--- src/rtl/daq_frame_sender.sv ---
// Frame sender: buffers ADC samples in a FWFT FIFO and streams one X*Y frame with sof/last/eof.
// Optional DAQ_FRAME_TEST_PATTERN_EN replaces adc_data with a ramp of the write position.
module daq_frame_sender #(
  parameter int POINT_NUM_X = 240,
  parameter int POINT_NUM_Y = 220,
  parameter int SAMPLE_BIT  = 16,
  parameter int FIFO_AW     = 8
) (
  input  logic                  sys_clk,
  input  logic                  sys_rst,
  input  logic                  start,
  input  logic                  abort,
  input  logic                  adc_valid,
  input  logic [SAMPLE_BIT-1:0] adc_data,
  output logic                  out_valid,
  input  logic                  out_ready,
  output logic [SAMPLE_BIT-1:0] out_data,
  output logic                  out_sof,
  output logic                  out_last,
  output logic                  out_eof,
  output logic                  busy,
  output logic                  frame_done,
  output logic [15:0]           row_idx,
  output logic [15:0]           ovf_cnt
);

  localparam int TOTAL = POINT_NUM_X * POINT_NUM_Y;
  localparam int DEPTH = 2 ** FIFO_AW;
  localparam int CW    = FIFO_AW + 1;
  localparam int COLW  = (POINT_NUM_X > 1) ? $clog2(POINT_NUM_X) : 1;
  localparam int ROWW  = (POINT_NUM_Y > 1) ? $clog2(POINT_NUM_Y) : 1;
  localparam int WCW   = $clog2(TOTAL + 1);

  typedef enum logic [1:0] {
    IDLE,
    RUN,
    DONE
  } state_t;

  state_t state, stateNext;

  logic [SAMPLE_BIT-1:0] mem [DEPTH];
  logic [FIFO_AW-1:0]    wrPtr, rdPtr;
  logic [CW-1:0]         count;
  logic [WCW-1:0]        wrCnt;
  logic [COLW-1:0]       col;
  logic [ROWW-1:0]       row;
  logic [15:0]           ovfCnt;
  logic [SAMPLE_BIT-1:0] wrData;

  logic running, full, wrReq, wrEn, ovfHit;
  logic outValid, rdEn, lastCol, lastRow;
  logic eofXfer, enterRun;

  assign running  = (state == RUN);
  // full comes from the registered count, so a same-cycle read never
  // makes room for a write
  assign full     = (count == CW'(DEPTH));
  assign wrReq    = running & adc_valid & ~abort
                  & (wrCnt < WCW'(TOTAL));
  assign wrEn     = wrReq & ~full;
  assign ovfHit   = wrReq & full;
  assign outValid = running & (count != '0);
  assign rdEn     = outValid & out_ready;
  assign lastCol  = (col == COLW'(POINT_NUM_X - 1));
  assign lastRow  = (row == ROWW'(POINT_NUM_Y - 1));
  assign eofXfer  = rdEn & lastCol & lastRow;
  assign enterRun = (state == IDLE) & start & ~abort;

`ifdef DAQ_FRAME_TEST_PATTERN_EN
  assign wrData = SAMPLE_BIT'(wrCnt);
`else
  assign wrData = adc_data;
`endif

  always_comb begin
    stateNext = state;
    unique case (state)
      IDLE:    if (start)   stateNext = RUN;
      RUN:     if (eofXfer) stateNext = DONE;
      DONE:    stateNext = IDLE;
      default: stateNext = IDLE;
    endcase
    if (abort) stateNext = IDLE;
  end

  always_ff @(posedge sys_clk) begin
    if (sys_rst) state <= IDLE;
    else         state <= stateNext;
  end

  always_ff @(posedge sys_clk) begin
    if (wrEn) mem[wrPtr] <= wrData;
  end

  always_ff @(posedge sys_clk) begin
    if (sys_rst || abort) begin
      wrPtr <= '0;
      rdPtr <= '0;
      count <= '0;
    end else begin
      if (wrEn) wrPtr <= wrPtr + FIFO_AW'(1);
      if (rdEn) rdPtr <= rdPtr + FIFO_AW'(1);
      unique case ({wrEn, rdEn})
        2'b10:   count <= count + CW'(1);
        2'b01:   count <= count - CW'(1);
        default: count <= count;
      endcase
    end
  end

  always_ff @(posedge sys_clk) begin
    if (sys_rst || enterRun) begin
      wrCnt  <= '0;
      col    <= '0;
      row    <= '0;
      ovfCnt <= '0;
    end else begin
      if (wrEn) wrCnt <= wrCnt + WCW'(1);
      if (ovfHit && ovfCnt != 16'hFFFF)
        ovfCnt <= ovfCnt + 16'd1;
      if (rdEn) begin
        if (lastCol) begin
          col <= '0;
          row <= lastRow ? '0 : row + ROWW'(1);
        end else begin
          col <= col + COLW'(1);
        end
      end
    end
  end

  assign out_valid  = outValid;
  assign out_data   = outValid ? mem[rdPtr] : '0;
  assign out_sof    = outValid & (col == '0) & (row == '0);
  assign out_last   = outValid & lastCol;
  assign out_eof    = outValid & lastCol & lastRow;
  assign busy       = running;
  assign frame_done = (state == DONE);
  assign row_idx    = 16'(row);
  assign ovf_cnt    = ovfCnt;

endmodule

--- config.mk ---
export PLATFORM = sky130hd
export DESIGN_NAME = daq_frame_sender
export DESIGN_NICKNAME = d
export VERILOG_FILES = /design/src/rtl/daq_frame_sender.sv
export SDC_FILE = /design/constraint.sdc
export NUM_CORES = 2
export LEC_CHECK = 0
export CAP_MARGIN = 20
export CORE_AREA = 3 3 533 535
export CTS_BUF_LIST = sky130_fd_sc_hd__clkbuf_4
export CTS_CLUSTER_DIAMETER = 30
export DETAILED_ROUTE_END_ITERATION = 10
export DIE_AREA = 0 0 536 538
export PLACE_DENSITY_LB_ADDON = 0.2
export SYNTH_ARGS = -nofsm -noshare
export SYNTH_HDL_FRONTEND = slang
export SYNTH_SLANG_ARGS = --single-unit
--- constraint.sdc ---
create_clock -name sys_clk -period 4.4 [get_ports sys_clk]
set_input_delay 1.32 -clock sys_clk [delete_from_list [all_inputs] [get_ports sys_clk]]
set_output_delay 1.32 -clock sys_clk [all_outputs]
set_load 0.02 [all_outputs]
* After elaboration in Yosys (flattened, before gate mapping)
Memories as Yosys holds them, arrays and structs flattened. A register that Yosys moved wholly into a read port is not among the register bits.
Index checks and enable logic that the tools add are counted.
** Storage, ports and cells
- Output and inout bits :: 54
- Bits in read-only memories :: 0
- Logic and storage cells :: 67
- Memories :: 1
- Memory bits (writable) :: 4096
- Latch bits :: 0
- Flip-flop bits (word level) :: 75
** Operators by class
- Divide/modulo/power cells :: 0
- Shift operators :: 0
- Bitwise logic cells :: 17
- Order comparisons :: 1
- Muxes and demuxes :: 11
- Multipliers :: 0
- Equal/unequal tests :: 10
- Add/subtract/negate cells :: 8
- Reduce and logical (&&, ||, !) cells :: 11
** Memory list
- mem :: depth 256, bits a word 16, read ports 1, clocked after memory_dff 1, write ports 1, RTL line 42 : logic [SAMPLE_BIT-1:0] mem [DEPTH];
** Operators with widths (number)
- adder 16 x 1 -> 16 bit (second input constant) :: 2
- adder 8 x 1 -> 8 bit (second input constant) :: 4
- 2-to-1 mux 8 bit :: 4
- case mux 9 bit (2 select lines) :: 1
- equality test 8 bit (second input constant) :: 2
- logical NOT 8 bit :: 2
- < comparator 16 bit (second input constant) :: 1
- 2-to-1 mux 16 bit :: 1
- inequality test 16 bit (second input constant) :: 1
- AND 1 bit :: 15
- adder 9 x 1 -> 9 bit (second input constant) :: 1
- equality test 9 bit (second input constant) :: 1
- nonzero test 9 bit :: 1
- subtractor 9 x 1 -> 9 bit (second input constant) :: 1
- equality test 2 x 1 -> 1 bit (second input constant) :: 2
- equality test 2 bit (second input constant) :: 2
- 2-to-1 mux 2 bit :: 2
- case mux 2 bit (2 select lines) :: 1
- AND reduction 2 bit :: 2
- logical NOT 2 bit :: 1
- logical OR 1 bit :: 2
- 2-to-1 mux 1 bit :: 2
- inequality test 2 x 1 -> 1 bit (second input constant) :: 1
- inequality test 2 bit (second input constant) :: 1
- other kinds (4) :: 5

* Longest topological paths before layout
- Word-level depth :: 7
- Depth in mapped cells :: 17

* Worst setup path before layout
No wires, ideal clock.
- Path kind :: input -> register
- Start :: input abort
- End :: register count[6]
- Path slack :: -0.081 ns
- Required time :: 4.330 ns
- Path buffers :: 2
- Data arrival time :: 4.411 ns
- Stages on the path :: 15
- Setup time :: 0.070 ns
- Cell sequence :: nand3b_1 a31oi_2 and2_1 buf_2 inv_1 ha_1 clkbuf_1 xor2_1 ha_1 a21oi_1 o31ai_1 a221oi_1 a221oi_1 or3_1 a21oi_1
** Between the ends
- Cells in the longest elaborated chain, start to end :: 6
- Elaborated cells on any way between the ends :: 9
- Classes of those cells :: 2 x eq/ne; 1 x mux; 4 x bitwise; 2 x reduce/logical
** Ends and longest elaborated chain
- from (decl) :: RTL line 12 : input logic abort,
- inverter 1 bit :: RTL line 59 : assign wrReq = running & adc_valid & ~abort
- AND 1 bit :: RTL line 59
- AND 1 bit :: RTL line 60 : & (wrCnt < WCW'(TOTAL));
- AND 1 bit :: RTL line 61 : assign wrEn = wrReq & ~full;
- equality test 2 x 1 -> 1 bit / equality test 2 bit (equally long branches) :: RTL line 104 : unique case ({wrEn, rdEn})
- case mux 9 bit (2 select lines) / nonzero test 2 bit (equally long branches)
- to (signal assigned) :: RTL line 105 : 2'b10: count <= count + CW'(1);
- to (signal assigned) :: RTL line 106 : 2'b01: count <= count - CW'(1);
- to (signal assigned) :: RTL line 107 : default: count <= count;
- to (decl) :: RTL line 44 : logic [CW-1:0] count;
Several ways; a longest one is shown, not always the timed one.
A chain may end at the register's enable or synchronous reset.

==> flow_summary.json <==
{
  "ir_worst_vdd_mv": 0.2486,
  "regToRegSetupSlack_ns": 0.69,
  "syn_to_final_growth_pct": 19.19,
  "numCtsBuffers": 1127,
  "clock_latency_ns": 1.61,
  "vias": 95447,
  "grt_start_max_net_pins": 119,
  "fillCellCount": 17049,
  "yosysTopAreaCell": "edfxtp_1",
  "ios": 76,
  "ys_ff_latch": 4179,
  "fp.dieArea_um2": 288400,
  "drt_iter0_markers": 13636,
  "fmax_ghz": 0.1628,
  "synthCells": 8022,
  "synth_top_area_share_pct": 74.74,
  "drive_gt1_share_pct": 37.96,
  "drcViolationCount": 0,
  "yosys-top-cells-area": "edfxtp_1 (75%), mux4_2 (8.2%), mux4_1 (2.8%), mux2i_1 (2.8%), dfxtp_1 (1.0%)",
  "fin_nets": 10076,
  "clock_sinks": 4179,
  "min_period_ns": 6.144,
  "ys.flop_type": "edfxtp_1",
  "highest_layer": "met5",
  "worst_slew_pin_slew_ns": 1.220,
  "initial_core_util_pct": 58.90,
  "grt_overflow": 0,
  "internal-power_uw": 60540,
  "clkTransAtPathRegs_ns": 0.07,
  "ant_nets": 0,
  "p_leak_uw": 0.06284,
  "drt_pass1_iterations": 8,
  "worstPathRequired_ns": 3.08,
  "dieHeight_um": 538,
  "numPortBuffers": 67,
  "power_density_nw_per_um2": 391.2,
  "yosysSeqAreaShare_pct": 75.75,
  "routed_via_density": 6.608,
  "grt_pass1_vias": 93396,
  "fin_ws_ns": -1.744,
  "cts_tree": "yes",
  "hpwl_um": 302200,
  "synth_edf_count": 4096,
  "grt_pass1_wl_um": 681800,
  "ys_warn_count": 0,
  "wire_per_inst_um": 33.87,
  "timing_hold_violations_final": 0,
  "setup_tns_ns": -27.12,
  "setup_viol": 19,
  "rsz0062_at_grt": "true",
  "final_cells": 14444,
  "p_comb_share_pct": 1.2,
  "dp.cells": 12390,
  "htree_levels": 7,
  "antenna_found_initial": 25,
  "cp-end-kind": "primary output",
  "rows": 194,
  "seqPwrFrac_pct": 56.9,
  "post-place-ws_ns": -1.033,
  "swShare_pct": 21.09,
  "fin_crit_sh_pct": 139.6,
  "ys_types": 99,
  "synth_area_um2": 164600,
  "maxSlewHeadroom_pct": 18.64,
  "switchingPower_uw": 16180,
  "drv_slew": 0,
  "fin_total_pwr_uw": 76720,
  "pwr-share-clk_pct": 41.9,
  "hold_class": "in -> reg",
  "async_flop_share_pct": 0,
  "die_x_um": 536,
  "routed_wirelength_um": 489200,
  "cts.path.max_buffers": 5,
  "grtUsageTotal_pct": 33.93,
  "core_um2": 279400,
  "met1Wirelength_um": 178400,
  "drv_cap": 0,
  "path_max_fanout": 9,
  "clock-skew-final_ns": 0.1280,
  "cp.arrival_ns": 4.82,
  "critPathKind": "reg -> out",
  "met2_length_um": 221300,
  "utilization_pct": 70.20,
  "cp-start-kind": "register",
  "outcome": "finished with violations",
  "avgSynthCellArea_um2": 20.51,
  "cts-root-buf": "clkbuf_4",
  "failed_checks": "setup timing",
  "wl_met3_um": 67170,
  "gp_congestion": 0.9842
}
==> power groups by stage <==
| stage | Clock (uW) | Combinational [uW] | Sequential, uW |
|---|---|---|---|
| after floorplan | 0 | 47.3 | 44500 |
| after global placement | 0 | 840 | 44500 |
| after detailed placement | 0 | 894 | 44500 |
| after CTS | 32500 | 896 | 43600 |
| after global routing | 34800 | 946 | 43600 |
| final | 32200 | 919 | 43700 |
==> final timing paths <==
kind,startpoint,end,cells past startpoint
setup / recovery,register,out_data[12],12
hold reg to reg,wrCnt[15],wrCnt[15],1
setup reg to reg,count[4],count[6],16
hold / removal,adc_data[12],mem[76][12],1
==> cell families after synthesis <==
| kind of cell | share of synthesized area (%) |
|---|---|
| adders and majority gates | 0.1141 |
| buffers and inverters | 2.435 |
| other | 0.002279 |
| muxes | 14.45 |
| DFF | 75.75 |
| and+or+nand+nor | 3.128 |
| xor gates and xnor gates | 0.2129 |
| AOI/OAI and AO/OA | 3.901 |
==> cell type report <==
type	instances	area (um2)	area share, %
timing repair buffer	1387	15600	7.952
multi-input combinational	3324	38150	19.45
clock buffer	1533	11510	5.868
inverter	20	80.08	0.04083
antenna	10	25.02	0.01276
sequential	4179	124700	63.57
tap	3724	4659	2.376
clock inverter	267	1433	0.7304
==> cell usage in the layout (no fill, tap or decap), types with 71 or more instances in the layout <==
master / count
o21ai_0: 115
nor3_1: 125
nand2_1: 106
mux2i_1: 445
a21oi_1: 91
clkinv_1: 179
clkbuf_4: 1533
nor2_1: 376
buf_6: 71
nand3_1: 76
buf_12: 229
o221ai_1: 96
dfxtp_1: 73
edfxtp_1: 4096
mux4_2: 628
o22ai_1: 140
mux2_2: 85
buf_4: 934
mux4_1: 148
==> sequential cells by signal, indices dropped and copies added (netlist names), named ones only <==
name / flops
count: 9
wrPtr: 8
wrCnt: 16
state: 2
rdPtr: 8
mem: 4096
col: 8
row: 8
ovf_cnt: 16
==> cells in the mapped netlist (9+ instances only) <==
library cell,n
nand4_1,58
or4_1,9
buf_2,116
edfxtp_1,4096
buf_4,45
a211oi_1,70
clkbuf_1,166
a31oi_1,18
xnor2_1,14
a21o_1,9
o21ai_0,123
inv_1,17
and2_1,36
a2111oi_0,26
dfxtp_1,83
buf_6,48
nand2b_1,13
mux2i_1,458
a221oi_1,45
nor4_1,46
clkbuf_8,47
mux4_1,177
a22oi_1,61
nand3_1,87
xor2_1,26
a22o_1,21
a311o_1,10
buf_1,15
o32ai_1,23
nor2b_1,9
a21oi_1,94
nor2_1,391
a2bb2oi_1,10
nand2_1,120
a41oi_1,10
nor3_1,159
ha_1,15
mux2_2,94
mux4_2,599
buf_8,42
or3_1,45
o221ai_1,117
o22ai_1,178
buf_12,25
==> metal layers <==
layer / GRT usage, % / up-vias
met3: 10.35 / 957
li1: - / 38469
met5: 0 / -
met1: 47.98 / 49025
met2: 49.06 / 6980
met4: 15.80 / 16
==> critical path: stages (launching register included) <==
cell and delay (ns):
dfxtp_4 0.38, buf_12 0.15, buf_16 0.21, buf_16 0.20
buf_6 0.16, mux2i_1 0.10, o22a_2 0.29, a22o_1 0.21
a221o_1 0.34, or4_4 0.55, o22ai_4 0.36, buf_6 0.17
buf_12 0.10
==> stage by stage <==
step	area, um2	hold slack, ns
2_1_floorplan	164600	0.4525
3_3_place_gp	177000	0.4689
3_5_place_dp	177100	0.4871
4_1_cts	193600	0.009153
5_1_grt	196100	0.09849
6_report	196100	0.1903
==> repair_timing <==
item | CTS | global route
resized for setup | 417 | 262
endpoints found under the setup margin | 21 | 20
setup buffers | 87 | 123
gates cloned | 32 | 16
hold buffers | 2 | 0
hold endpoints to repair | 15 | 0
pin swaps | 62 | 95
Note: power is estimated with default switching activity, not from simulation.
